**config.mk**
```make
export PLATFORM = sky130hd
export DESIGN_NAME = mul_seq
export DESIGN_NICKNAME = d
export VERILOG_FILES = /design/src/rtl/mul_seq.sv
export SDC_FILE = /design/constraint.sdc
export NUM_CORES = 1
export LEC_CHECK = 0
export CORE_AREA = 2 2 115 117
export DETAILED_ROUTE_END_ITERATION = 10
export DIE_AREA = 0 0 117 119
export GPL_TIMING_DRIVEN = 0
export PLACE_DENSITY = 0.76
export SKIP_LAST_GASP = 1
export SLEW_MARGIN = 20
export SYNTH_ARGS = -nofsm -noshare
export SYNTH_HDL_FRONTEND = slang
export SYNTH_SLANG_ARGS = --single-unit
```
**constraint.sdc**
```tcl
create_clock -name clk -period 2.9 [get_ports clk]
set_input_delay 0.58 -clock clk [delete_from_list [all_inputs] [get_ports clk]]
set_output_delay 0.58 -clock clk [all_outputs]
set_load 0.03 [all_outputs]
```
**src/rtl/mul_seq.sv**
```systemverilog
// Iterative radix-2 shift-add multiplier returning the low WIDTH bits of a*b.
// Sits beside the ALU for MUL/MULS; busy holds the control FSM, done strobes the write-back.
module mul_seq #(
    parameter int WIDTH      = 32,
    parameter int EARLY_TERM = 1
) (
    input  logic             clk,
    input  logic             reset,
    input  logic             start,
    input  logic             flush,
    input  logic [WIDTH-1:0] a,
    input  logic [WIDTH-1:0] b,
    output logic             busy,
    output logic             done,
    output logic [WIDTH-1:0] product,
    output logic             n_flag,
    output logic             z_flag
);

    localparam int CW = $clog2(WIDTH) + 1;

    localparam logic [1:0] ST_IDLE = 2'b00;
    localparam logic [1:0] ST_RUN  = 2'b01;
    localparam logic [1:0] ST_DONE = 2'b10;

    localparam logic [CW-1:0]    CNT_ZERO  = CW'(0);
    localparam logic [CW-1:0]    CNT_ONE   = CW'(1);
    localparam logic [CW-1:0]    CNT_LAST  = CW'(WIDTH - 1);
    localparam logic [WIDTH-1:0] DATA_ZERO = {WIDTH{1'b0}};

    logic [1:0]       r_state;
    logic [WIDTH-1:0] r_mcand;
    logic [WIDTH-1:0] r_mplier;
    logic [WIDTH-1:0] r_acc;
    logic [CW-1:0]    r_cnt;

    logic [1:0]       w_state_nxt;
    logic [WIDTH-1:0] w_mcand_nxt;
    logic [WIDTH-1:0] w_mplier_nxt;
    logic [WIDTH-1:0] w_acc_nxt;
    logic [CW-1:0]    w_cnt_nxt;
    logic             w_last;

    // Final iteration: full count reached, or (optionally) no multiplier bits left after this step.
    assign w_last = (r_cnt == CNT_LAST) ||
                    ((EARLY_TERM != 0) && ((r_mplier >> 1) == DATA_ZERO));

    // Next-state and datapath update; flush outranks everything including start.
    always_comb begin
        w_state_nxt  = r_state;
        w_mcand_nxt  = r_mcand;
        w_mplier_nxt = r_mplier;
        w_acc_nxt    = r_acc;
        w_cnt_nxt    = r_cnt;
        if (flush) begin
            w_state_nxt = ST_IDLE;
            w_cnt_nxt   = CNT_ZERO;
        end else begin
            case (r_state)
                ST_IDLE, ST_DONE: begin
                    if (start) begin
                        w_mcand_nxt  = a;
                        w_mplier_nxt = b;
                        w_acc_nxt    = DATA_ZERO;
                        w_cnt_nxt    = CNT_ZERO;
                        w_state_nxt  = ST_RUN;
                    end else begin
                        w_state_nxt  = ST_IDLE;
                    end
                end
                ST_RUN: begin
                    if (r_mplier[0]) begin
                        w_acc_nxt = r_acc + r_mcand;
                    end else begin
                        w_acc_nxt = r_acc;
                    end
                    w_mcand_nxt  = r_mcand << 1;
                    w_mplier_nxt = r_mplier >> 1;
                    w_cnt_nxt    = r_cnt + CNT_ONE;
                    if (w_last) begin
                        w_state_nxt = ST_DONE;
                    end else begin
                        w_state_nxt = ST_RUN;
                    end
                end
                default: begin
                    w_state_nxt = ST_IDLE;
                end
            endcase
        end
    end

    // State and datapath registers.
    always_ff @(posedge clk or negedge reset) begin
        if (!reset) begin
            r_state  <= ST_IDLE;
            r_mcand  <= DATA_ZERO;
            r_mplier <= DATA_ZERO;
            r_acc    <= DATA_ZERO;
            r_cnt    <= CNT_ZERO;
        end else begin
            r_state  <= w_state_nxt;
            r_mcand  <= w_mcand_nxt;
            r_mplier <= w_mplier_nxt;
            r_acc    <= w_acc_nxt;
            r_cnt    <= w_cnt_nxt;
        end
    end

    assign busy    = (r_state == ST_RUN);
    assign done    = (r_state == ST_DONE);
    assign product = r_acc;
    assign n_flag  = r_acc[WIDTH-1];
    assign z_flag  = (r_acc == DATA_ZERO);

endmodule

```
Yosys cells after proc, flatten, opt, wreduce, memory -nomap -nowiden
Index checks and enable logic that the tools add are counted.

Register bits after elaboration: 104. Input port bits: 68. Logic and storage cells: 38.

Add/subtract/negate cells: 2. Eq/ne operators: 6. Multiplexer cells: 14. Bitwise operators: 1. Reduce and logical (&&, ||, !) cells: 10.

Operator list (number): 32-bit case mux with 2 select lines (3); 32-bit 2-to-1 mux (4); 32-bit zero test (2); 32-bit adder (1); 6-bit 2-to-1 mux (2); 6-bit case mux with 2 select lines (1); 6-bit by 1-bit adder with 6-bit output (second input constant) (1); 6-bit by 5-bit equality test with 1-bit output (second input constant) (1); 2-bit 2-to-1 mux (2); 2-bit case mux with 2 select lines (1); 4-bit AND reduction (1); 3-bit inequality test (second input constant) (1); 3-bit AND reduction (1); 3-bit nonzero test (1); 2-bit by 1-bit equality test with 1-bit output (second input constant) (1); 2-bit equality test (second input constant) (1); 2-bit zero test (1); 2-bit by 1-bit inequality test with 1-bit output (second input constant) (1); 2-bit inequality test (second input constant) (1); 2-bit AND reduction (1); 2-bit nonzero test (1); 2-bit OR reduction (1); 1-bit logical OR (1); 1-bit 2-to-1 mux (1); 1-bit inverter (1).

Logic depth before layout (Yosys ltp)
Word-level depth: 5. Mapped depth: 12.

Least setup slack after synthesis
No wires, ideal clock.

Path kind: flip-flop to flip-flop. Start point: register r_acc[0], in the netlist product[0]. End point: register r_acc[30], in the netlist product[30]. Arrival: 2.848 ns. Required time: 2.770 ns. Setup slack: -0.078 ns. Cell stages (with the launch flop): 13. Buffers on the path: 0. Clock period less this slack: 2.978 ns. Path through: dfrtp_1 > ha_1 > inv_1 > fa_1 > nor2b_4 > o2111ai_2 > a31oi_4 > o211ai_2 > o31ai_4 > a31oi_2 > o41ai_2 > xnor2_1 > o21ai_1.

Word-level cells in the longest chain between the ends: 3.

RTL lines: start: declaration (line 34) `logic [WIDTH-1:0] r_acc;`; start signal: assignment (line 105) `r_acc <= w_acc_nxt;`; 32-bit adder (line 73) `w_acc_nxt = r_acc + r_mcand;`; 32-bit 2-to-1 mux (line 72) `if (r_mplier[0]) begin`; 32-bit case mux with 2 select lines (line 59) `case (r_state)`.

No other way between the ends. The select of a mux whose other input is x is not followed. A chain may end at the register's enable or synchronous reset.

Final worst setup path
Ends and elaborated chain as after synthesis.

==> summary.txt <==
Timing
  • Final period util: between 90 and 100%
  • Final Hold Fails: 0
  • Fmax: approximately 350 MHz
  • Final setup TNS: 0 ns
  • Pins Over Slew Limit: 0
  • Final worst slack: 0.00530 ns
  • Tmin final: about 2.9 ns
  • Slew HR: 51.6%
  • Clock skew: 0.00837 ns
  • Min Hold Slack: around 0.16 ns
  • Least-Margin Pin Slew: a little over 0.7 ns
  • RSZ-0062 raised after global routing: true
  • Final setup vio count: 0

Detailed routing
  • Highest routed layer: met4
  • Initial drt markers: roughly 450
  • DR WL met2: 8060 µm
  • Met3 wire length: 830 µm
  • Post-DR wirelength/cell: 16.1 µm
  • Drt first pass iters: 5
  • DRC: 0
  • Total Wirelength: between 15000 and 20000 µm
  • Vias per inst: roughly 5.6
  • Post-Route M1 WL: 7340 µm
  • Vias: roughly 5700
  • Routed Antenna Nets: 0

Yosys
  • Seq/Total Area, Yosys: between 40% and 50%
  • Synth Register Bits: between 100 and 150
  • Syn_nets: about 820
  • Async SR Flop Fraction: 100%
  • Adder-Cell Fraction of Synth Area: a little under 7%
  • Synth Area in Compound Gates: between 20% and 30%
  • Yosys top cell by area: dfrtp_1
  • Gate Count Post-Synth: 717
  • Yosys top cell area share: between 40% and 50%
  • Xor/xnor cell area share of the yosys netlist: under 10%
  • Distinct cells, synth: 58
  • Number of synthesized flops with an enable pin: 0
  • Dominant synthesized flop cell: dfrtp_1
  • Synth warnings: 0
  • Syn_area_per_cell: between 8 and 9 µm²
  • Mux cell area share after synthesis: 0%
  • Top cells by area, synth: dfrtp_1, nand2_1, a31oi_1
  • Main combinational cell family by area after synthesis: simple AND/OR/NAND/NOR gates
  • Mapped cell area: 6090 µm²
  • Simple-gate portion of the synthesized area: a little over a fifth

Floorplan
  • Die area: around 14000 µm²
  • Ports: ~100
  • Die Wd: 117 µm
  • CORE AREA: about 13000 µm²
  • Initial Utilization: about 47%
  • Row count: 42
  • Die Y: 119 µm

Pwr
  • Sequential Power Share: 29.0%
  • Int Power: approximately 4.5 mW
  • VDD IR-drop max: 388 µV
  • Sw Ratio: between 40% and 50%
  • Switching pwr: approximately 3.4 mW
  • Leakage power: about 3.4 nW
  • Combinational Power Share: between 50% and 60%
  • Clock power share: between 10% and 20%
  • Power Density: roughly 1000 nW/µm²
  • Design Power: 7.96 mW

Clocking
  • CTS tree: yes
  • Worst skew pair latency: around 0.36 ns
  • # hold bufs at CTS: 0
  • CTS Sinks: about 100
  • CTS Buf Count: 9
  • Clock root cell: clkbuf_16
  • CTS max path bufs: 2
  • H-tree levels: 3
  • Worst-path clk slew: approximately 0.070 ns

Placement
  • GP Congestion: slightly above 0.9
  • Post-DP Area: around 7400 µm²
  • Pre-CTS setup slack: -0.169 ns
  • PortBufs: approximately 100
  • Placed Cells: roughly 1000
  • Hpwl dp: 12000 µm

Worst setup path
  • Setup CP Type: flop to flop
  • Setup crit end kind: flop
  • Flop2flop setup slack: roughly 0.0053 ns
  • Reg-to-reg startpoint: product[0]$_DFFE_PN0P_
  • CP Max Fanout: 4
  • WP data required: roughly 3.1 ns
  • Nature of the critical path startpoint: flop
  • Crit path arrival time: around 3.1 ns
  • Cells on worst reg2reg path: 12
  • Reg-to-reg endpoint: product[30]$_DFFE_PN0P_

Final layout
  • Final Util: around three fifths
  • Reg area: ~2600 µm²
  • Area grow syn2layout: 29.8%
  • Nets: around 950
  • Layout filler cell count: between 1000 and 1500
  • Fraction of layout cells with a size suffix above 1: approximately 7.9%
  • Area of the multi-input gates: roughly 3400 µm²
  • Finished Cell Area: about 7900 µm²
  • N_diodes: 0
  • Finished Layout Cells: between 1000 and 1500

Worst hold path
  • Hold crit path type: input port to async pin

Global routing
  • Number of global-route vias before repair: 5351
  • Overall routing resource usage: about a quarter
  • Initial antenna violation count: 0
  • GRT overflow: 0
  • Largest net degree at the start of global routing: between 50 and 60
  • First-pass GRT wire length: between 20000 and 30000 µm

Status
  • Status: finished clean

Job
  • Max-cap violations: 0
-- state kept, by name (all words and copies together), names as in the netlist --
signal    count
r_mcand      32
r_cnt         6
product      32
r_state       2
r_mplier     32
-- worst max-delay path, stage by stage (launching register included) --
cell and delay (ns):
dfrtp_2 0.39, ha_2 0.18, inv_1 0.05, fa_2 0.36, nor2b_4 0.17, o2111ai_4 0.14, a31oi_4 0.23, o211ai_4 0.13
o31ai_4 0.32, a31oi_4 0.14, o41ai_2 0.39, xnor2_1 0.17, o21ai_1 0.08
-- placed cells by master (no fill, tap or decap), types with 3 or more instances in the layout --
cell             synthesis  layout
a21o_1                  16      16
a21oi_1                 18      17
a22o_1                   7       7
a31oi_1                 67      66
and2_1                   3       3
and3_1                   3       3
buf_1                    3       3
buf_4                    1      18
clkbuf_1                37      35
clkbuf_16                0       9
clkdlybuf4s50_1          0     100
dfrtp_1                104     101
dfrtp_2                  0       3
ha_1                    32      24
ha_2                     0       5
ha_4                     0       3
inv_1                    8       7
inv_6                    0       3
nand2_1                178     178
nand2b_1                 7       7
nand3_1                 11      11
nand4_1                  7       7
nor2_1                  72      72
nor3_1                   4       4
nor4_1                  15      14
o21ai_0                 43      43
o21ai_1                  5       5
o21bai_1                 5       5
xnor2_1                 13      13
xor2_1                  16      16
-- Yosys cell counts, drive strengths merged, types with 2 or more instances --
cell type,n
nand2,178
dfrtp,104
nor2,72
a31oi,69
o21ai,50
clkbuf,37
ha,32
a21oi,20
a21o,16
xor2,16
nor4,15
xnor2,13
nand3,11
inv,8
a22o,7
nand2b,7
nand4,7
buf,5
o21bai,5
and2,4
nor3,4
a211oi,3
and3,3
nor2b,3
o211ai,3
o31ai,3
o41ai,3
o21a,2
o21ba,2
-- power by group through the flow --
stage	clock network (mW)	registers, mW	logic [mW]
after floorplan	0	2.54	2.60
after global routing	1.31	2.36	4.83
after detailed placement	0	2.31	4.00
after CTS	1.25	2.29	4.04
final	1.24	2.31	4.41
after global placement	0	2.30	3.92
-- worst max-delay path by stage --
stage,endpoint,start,slack (ns)
4_1_cts,busy,r_state[1]$_DFF_PN0_,-0.08
2_1_floorplan,product[30]$_DFFE_PN0P_,product[0]$_DFFE_PN0P_,0.02
6_report,product[30]$_DFFE_PN0P_,product[0]$_DFFE_PN0P_,0.005
3_5_place_dp,product[30]$_DFFE_PN0P_,r_mcand[0]$_DFFE_PN0P_,-0.17
3_3_place_gp,product[0]$_DFFE_PN0P_,reset,-3.08
5_1_grt,product[30]$_DFFE_PN0P_,product[0]$_DFFE_PN0P_,-0.09
-- cells by family (layout without fill, tap and decap cells) --
group                    Yosys count  in the layout
AND/OR/NAND/NOR                  310            310
adder cells (fa/ha/maj)           33             33
XOR/XNOR                          29             29
AO/OA/AOI/OAI                    191            191
flip-flops                       104            104
buffers and inverters             50            183
-- final cells by class --
class,count,share of cell area (%)
clock inverters,5,0.823
multi-input cells,563,43.1
well taps,176,2.79
repair buffers,121,15.1
clock buffers,10,2.90
plain buffers,39,1.92
inverters,8,0.380
flip-flops and latches,104,33.0
-- what timing repair did --
action                     CTS  global route
gates cloned                 0             0
resized for setup            2            23
setup endpoints to repair    3             8
setup buffers                1            16
pin swaps                    2            16
-- metal layers --
layer	global-route usage, %	vias to the layer above
li1	-	2789
met1	33.2	2748
met2	38.5	159
met3	5.50	26
met4	6.03	0
met5	0	-
Note: power is estimated with default switching activity, not from simulation.
==> edit 1 (config.mk and constraints unchanged) <==
Make the reset (`reset`) synchronous in one clocked block.
--- a/src/rtl/mul_seq.sv
+++ b/src/rtl/mul_seq.sv
@@ -91,7 +91,7 @@
     end
 
     // State and datapath registers.
-    always_ff @(posedge clk or negedge reset) begin
+    always_ff @(posedge clk) begin
         if (!reset) begin
             r_state  <= ST_IDLE;
             r_mcand  <= DATA_ZERO;
Check against the original RTL: differs if reset is asserted again (counterexample within 4 cycles, from zero or initial values and one cycle with reset low); with reset held inactive, the same outputs for 4 cycles.
==> edit 1 against the original RTL <==
Non-clock buffer count fell by 6. Cell area decreased by 2.6%. Final cell count increased by 3.7%. Sequential cell count unchanged. Setup slack better by 100 ps. Wire length increased by 3.4%. Synthesized area grew 0.31%. Highest routed layer unchanged.
Power is not compared: it rests on default switching activity, and its combinational part moved more than twofold at a synthesized area within 25%.
==> edit 1: results (changes against the original RTL) <==
| Metric | Value |
|---|---|
| Status | `finished clean` |
| Relative slew slack | `50.93% (-0.70 points)` |
| Total track usage | `25.25% (+1.2 points)` |
| Multi-input gates | `603 (+7.1%)` |
| Synth Flop Type | `dfxtp_1` |
| Register Area | `2083 um2 (-20%)` |
| Post-synth ARST share | `0% (-100 points)` |
| Area grow syn2layout | `25.98%` |
| DR WL/cell | `16.08 um (-0.31%)` |
| Share of cells above drive strength 1 | `4.955% (-2.9 points)` |
| Rows | `42 (unchanged)` |
| Clock-cell share | `3.887% (+0.17 points)` |
| Inverters | `11 (+3)` |
| DRT iter0 DRCs | `449 (+0.45%)` |
| Largest net degree at the start of global routing | `17 (-69%)` |
| Clock-pin slew on the worst setup and hold paths | `70 ps (about the same)` |
| Hold Path Depth | `2` |
| Drt via density | `5.653 (+1.4%)` |
| Worst skew pair latency | `360 ps (about the same)` |
| Seq/Total Area, Yosys | `34.10% (-8.7 points)` |
| Met3 wire len | `841 um (+1.3%)` |
| Signal buffers | `154 (-3.8%)` |
| Top Metal Used | `met4` |
| Initial antenna violation count | `0 (unchanged)` |
| Vias in the first global route | `5,700 (+6.5%)` |
| NumNets Final | `984 (+3.9%)` |
| First drt pass iteration count | `6 (+1)` |
| Sink Count | `104 (unchanged)` |
| Final weighted congestion in routability-driven placement | `0.9253 (+0.84%)` |
| Slowest cell on the critical path | `clkdlybuf4s50_1` |
| Critical path data arrival time | `2210 ps (-910 ps)` |
| I/O Buffers | `102 (-0.97%)` |
| Synth cell types | `57 (-1.7%)` |
| Worst-case clock buffer depth | `2 (unchanged)` |
| Synth top cells by count | `nand2_1, dfxtp_1, nand3_1` |
| CTS H-Tree Depth | `3 (unchanged)` |
| Post-CTS sizing | `3 (+1)` |
| Area after DPL | `7347 um2 (-0.31%)` |
| Cell count of the worst reg-to-reg path | `9 (-3)` |
| CP peak stage delay | `680 ps (+290 ps)` |
| Syn_nets | `871 (+6.5%)` |
| # diodes | `0 (unchanged)` |
| First-pass GRT wire length | `27,950 um (+6.2%)` |
| WL final | `17,110 um (+3.4%)` |
| Fillers | `1,210 (+8.2%)` |
| Hpwl dp | `12,690 um (+6.0%)` |
| Pre-CTS WS | `-363.8 ps (-194.9 ps)` |
| Clock buf count | `11 (+1)` |
| Met2 WL post-DR | `8073 um (+0.12%)` |
| Post-Synthesis Cells | `770 (+7.4%)` |
| Hold WC Path Type | `reg2reg` |
| Setup Fix Bufs, Post-CTS | `0 (-1)` |
| WL met1 | `7835 um (+6.8%)` |
| Multi-input gate share of total cell area | `49.45% (+6.3 points)` |
| Clock Skew | `7.770 ps (-0.5970 ps)` |
| Ranking of synthesized cells by area | `dfxtp_1, nand2_1, o211a_1` |
| Signal buffers share of area | `16.17% (-0.84 points)` |
| Dpl cells | `1,048 (+5.1%)` |
==> edit 1: changes by cell type in the layout (fill, tap and decap cells not counted), sizes merged, moves of 8 or more <==
cell   delta
a21oi    +17
a22oi    +11
a31oi    -62
dfrtp   -104
dfxtp   +104
nand2    -10
nand3    +59
nand4     +8
nor2     -47
nor2b    +14
o211a    +62
o21ai    -15
==> edit 1: power by group through the flow <==
stage	combinational, mW	clock, mW	sequential (mW)
floorplan	0.332	0	1.58
global placement	0.525	0	1.60
detailed placement	0.532	0	1.60
CTS	0.536	1.25	1.57
global route	0.594	1.31	1.58
finish	0.539	1.23	1.57
==> edit 1: layer usage <==
metal  vias to the layer above  track usage, %
met5                         -               0
met4                         0           9.706
met3                        23           3.562
met2                       169           40.61
met1                      2808           34.05
li1                       3015               -
==> edit 1: worst paths after layout <==
path | endpoint | from | slack, ps
setup / recovery | z_flag | product[24]$_SDFFE_PN0P_ | 110
hold reg to reg | product[0]$_SDFFE_PN0P_ | product[0]$_SDFFE_PN0P_ | 500
setup reg to reg | product[31]$_SDFFE_PN0P_ | product[1]$_SDFFE_PN0P_ | 190
hold / removal | product[0]$_SDFFE_PN0P_ | product[0]$_SDFFE_PN0P_ | 500
==> edit 1: worst max-delay path: cells and delay by family, from the launching register on <==
family	cells	cell delay (ps)
AND/OR/NAND/NOR	3	830
buffers and inverters	1	680
flip-flops	1	340
==> edit 1: cell families after synthesis <==
| family | Yosys count | synth area share [%] |
|---|---|---|
| DFF | 104 | 34.10 |
| buffers and inverters | 63 | 4.180 |
| AOI/OAI and AO/OA | 201 | 25.02 |
| muxes | 1 | 0.1639 |
| and+or+nand+nor | 343 | 26.07 |
| xor gates and xnor gates | 25 | 3.586 |
| adders and majority gates | 33 | 6.885 |
==> edit 2 (config.mk and constraints unchanged) <==
Made on the original files. The parameter `WIDTH` goes from 32 to 16.
--- a/src/rtl/mul_seq.sv
+++ b/src/rtl/mul_seq.sv
@@ -1,7 +1,7 @@
 // Iterative radix-2 shift-add multiplier returning the low WIDTH bits of a*b.
 // Sits beside the ALU for MUL/MULS; busy holds the control FSM, done strobes the write-back.
 module mul_seq #(
-    parameter int WIDTH      = 32,
+    parameter int WIDTH      = 16,
     parameter int EARLY_TERM = 1
 ) (
     input  logic             clk,
Interface: changed (resized a, b and product); port bits go from 104 to 56. The function was not compared with the original's and may differ.
==> edit 2 against the original RTL <==
Wire length decreased by 48%. Total power decreased by 54%. Sequential cell count decreased by 49. Cell area decreased by 47%. Synthesized area decreased by 46%. Clock skew decreased by 2.5 ps. Highest routed layer unchanged. Combinational power decreased by 60%. Setup slack improved by 230 ps.
==> edit 2: results (changes against the original RTL) <==
| Metric | Value |
|---|---|
| Synth cell types | `49 (-16%)` |
| CTS Buf Count | `5 (-4)` |
| Met2 GRT Util | `20.66% (-18 points)` |
| WL final | `8657 um (-48%)` |
| Drt via density | `4.811 (-14%)` |
| Syn_nets | `447 (-45%)` |
| Peak VDD IR | `0.3271 mV (-16%)` |
| Final weighted congestion in routability-driven placement | `0.8746 (-4.7%)` |
| NumNets Final | `507 (-46%)` |
| First drt pass iteration count | `4 (-1)` |
| Synth Flop Type | `dfrtp_1` |
| Critical path data arrival time | `2090 ps (-1030 ps)` |
| Area after DPL | `4035 um2 (-45%)` |
| Worst skew pair latency | `290 ps (-70 ps)` |
| Synth top cells by count | `nand2_1, dfrtp_1, nor2_1` |
| I/O Buffers | `54 (-48%)` |
| CP peak stage delay | `760 ps (+370 ps)` |
| Leakage power | `1.773 nW (-48%)` |
| Post-CTS sizing | `0 (-2)` |
| CTS H-Tree Depth | `2 (-1)` |
| Total track usage | `12.98% (-11 points)` |
| Max Fanout on Critical Path | `15 (+11)` |
| Status | `finished clean` |
| Reg2reg end | `product[10]$_DFFE_PN0P_` |
| Worst-margin pin slew | `993.8 ps (+268.2 ps)` |
| Slowest cell on the critical path | `clkdlybuf4s50_1` |
| Vias in the first global route | `2,954 (-45%)` |
| Largest net degree at the start of global routing | `56 (+3.7%)` |
| DRT iter0 DRCs | `217 (-51%)` |
| DR WL/cell | `13.74 um (-15%)` |
| Met1 Resource Use GR | `18.25% (-15 points)` |
| Delay-heaviest family, CP | `buffers and inverters` |
| First-pass GRT wire length | `14,500 um (-45%)` |
| Share of cells above drive strength 1 | `3.524% (-4.4 points)` |
| M3 GR Usage | `2.188% (-3.3 points)` |
| Clock Skew | `5.863 ps (-2.504 ps)` |
| Ranking of synthesized cells by area | `dfrtp_1, nand2_1, ha_1` |
| Worst hold slack | `318.2 ps (+156.9 ps)` |
| Seq/Total Area, Yosys | `42.00% (-0.75 points)` |
## edit 2: changes by cell type in the layout (fill, tap and decap cells not counted), moves of 12 or more
cell,change
nor2_1,-30
clkdlybuf4s50_1,-47
a21o_1,-12
a31oi_1,-35
o21ai_0,-25
buf_4,-16
clkbuf_1,-23
nand2_1,-94
xor2_1,-13
dfrtp_1,-46
## edit 2: how the worst max path moves through the flow
stage | start | endpoint | slack [ps]
detailed placement | r_state[1]$_DFF_PN0_ | busy | 360
global placement | reset | r_mplier[4]$_DFFE_PN0P_ | -440
floorplan | product[6]$_DFFE_PN0P_ | product[15]$_DFFE_PN0P_ | 530
global route | r_state[1]$_DFF_PN0_ | busy | 110
finish | r_state[1]$_DFF_PN0_ | busy | 230
CTS | r_state[1]$_DFF_PN0_ | busy | 30
## edit 2: worst register-to-register path, stage by stage (launching register included)
cell and delay, ps:
dfrtp_1 430, ha_1 220, inv_1 70, fa_1 390, nor2b_1 220, o211ai_1 110, a21boi_0 370, o2111ai_1 180
a2111o_1 390, nand3_1 100
## edit 2: final cells by class
cell class                 count  area (um2)
sequential                    55        1376
clock buffer                   5       125.1
buffer                        23       101.3
clock inverter                 3       47.55
multi-input combinational    302        1750
tap                          176       220.2
fill                        1365        8671
timing repair buffer          54       538.0
inverter                      12       45.04
## edit 2: per-layer routing
layer / vias to the layer above / part of all wire (%) / wire length (um)
li1: 1503 / - / -
met1: 1439 / 46 / 4022
met2: 83 / 48 / 4133
met3: 6 / 4.9 / 426
met4: 0 / 0.87 / 75
met5: - / 0 / 0
## edit 2: kinds of logic (layout without fill, tap and decap cells)
group                    after synthesis  after routing  synth area share (%)
XOR/XNOR                              11             11                 2.940
AO/OA/AOI/OAI                         98             98                 19.17
buffers and inverters                 36             97                 4.582
multiplexers                           2              2                0.6491
adder cells (fa/ha/maj)               18             18                 7.102
AND/OR/NAND/NOR                      173            173                 23.56
flip-flops                            55             55                 42.00
## edit 2: repair_timing
action / in CTS / in global routing
setup buffers: 0 / 0
endpoints found under the hold margin: 0 / 0
hold buffers: 0 / 0
endpoints found under the setup margin: 0 / 1
## edit 2: power breakdown
| group | internal [mW] | leakage [nW] | switching (mW) |
|---|---|---|---|
| registers | 0.956 | 0.665 | 0.228 |
| logic | 0.752 | 1.02 | 1.02 |
| clock network | 0.413 | 0.0844 | 0.290 |
| total | 2.12 | 1.77 | 1.54 |
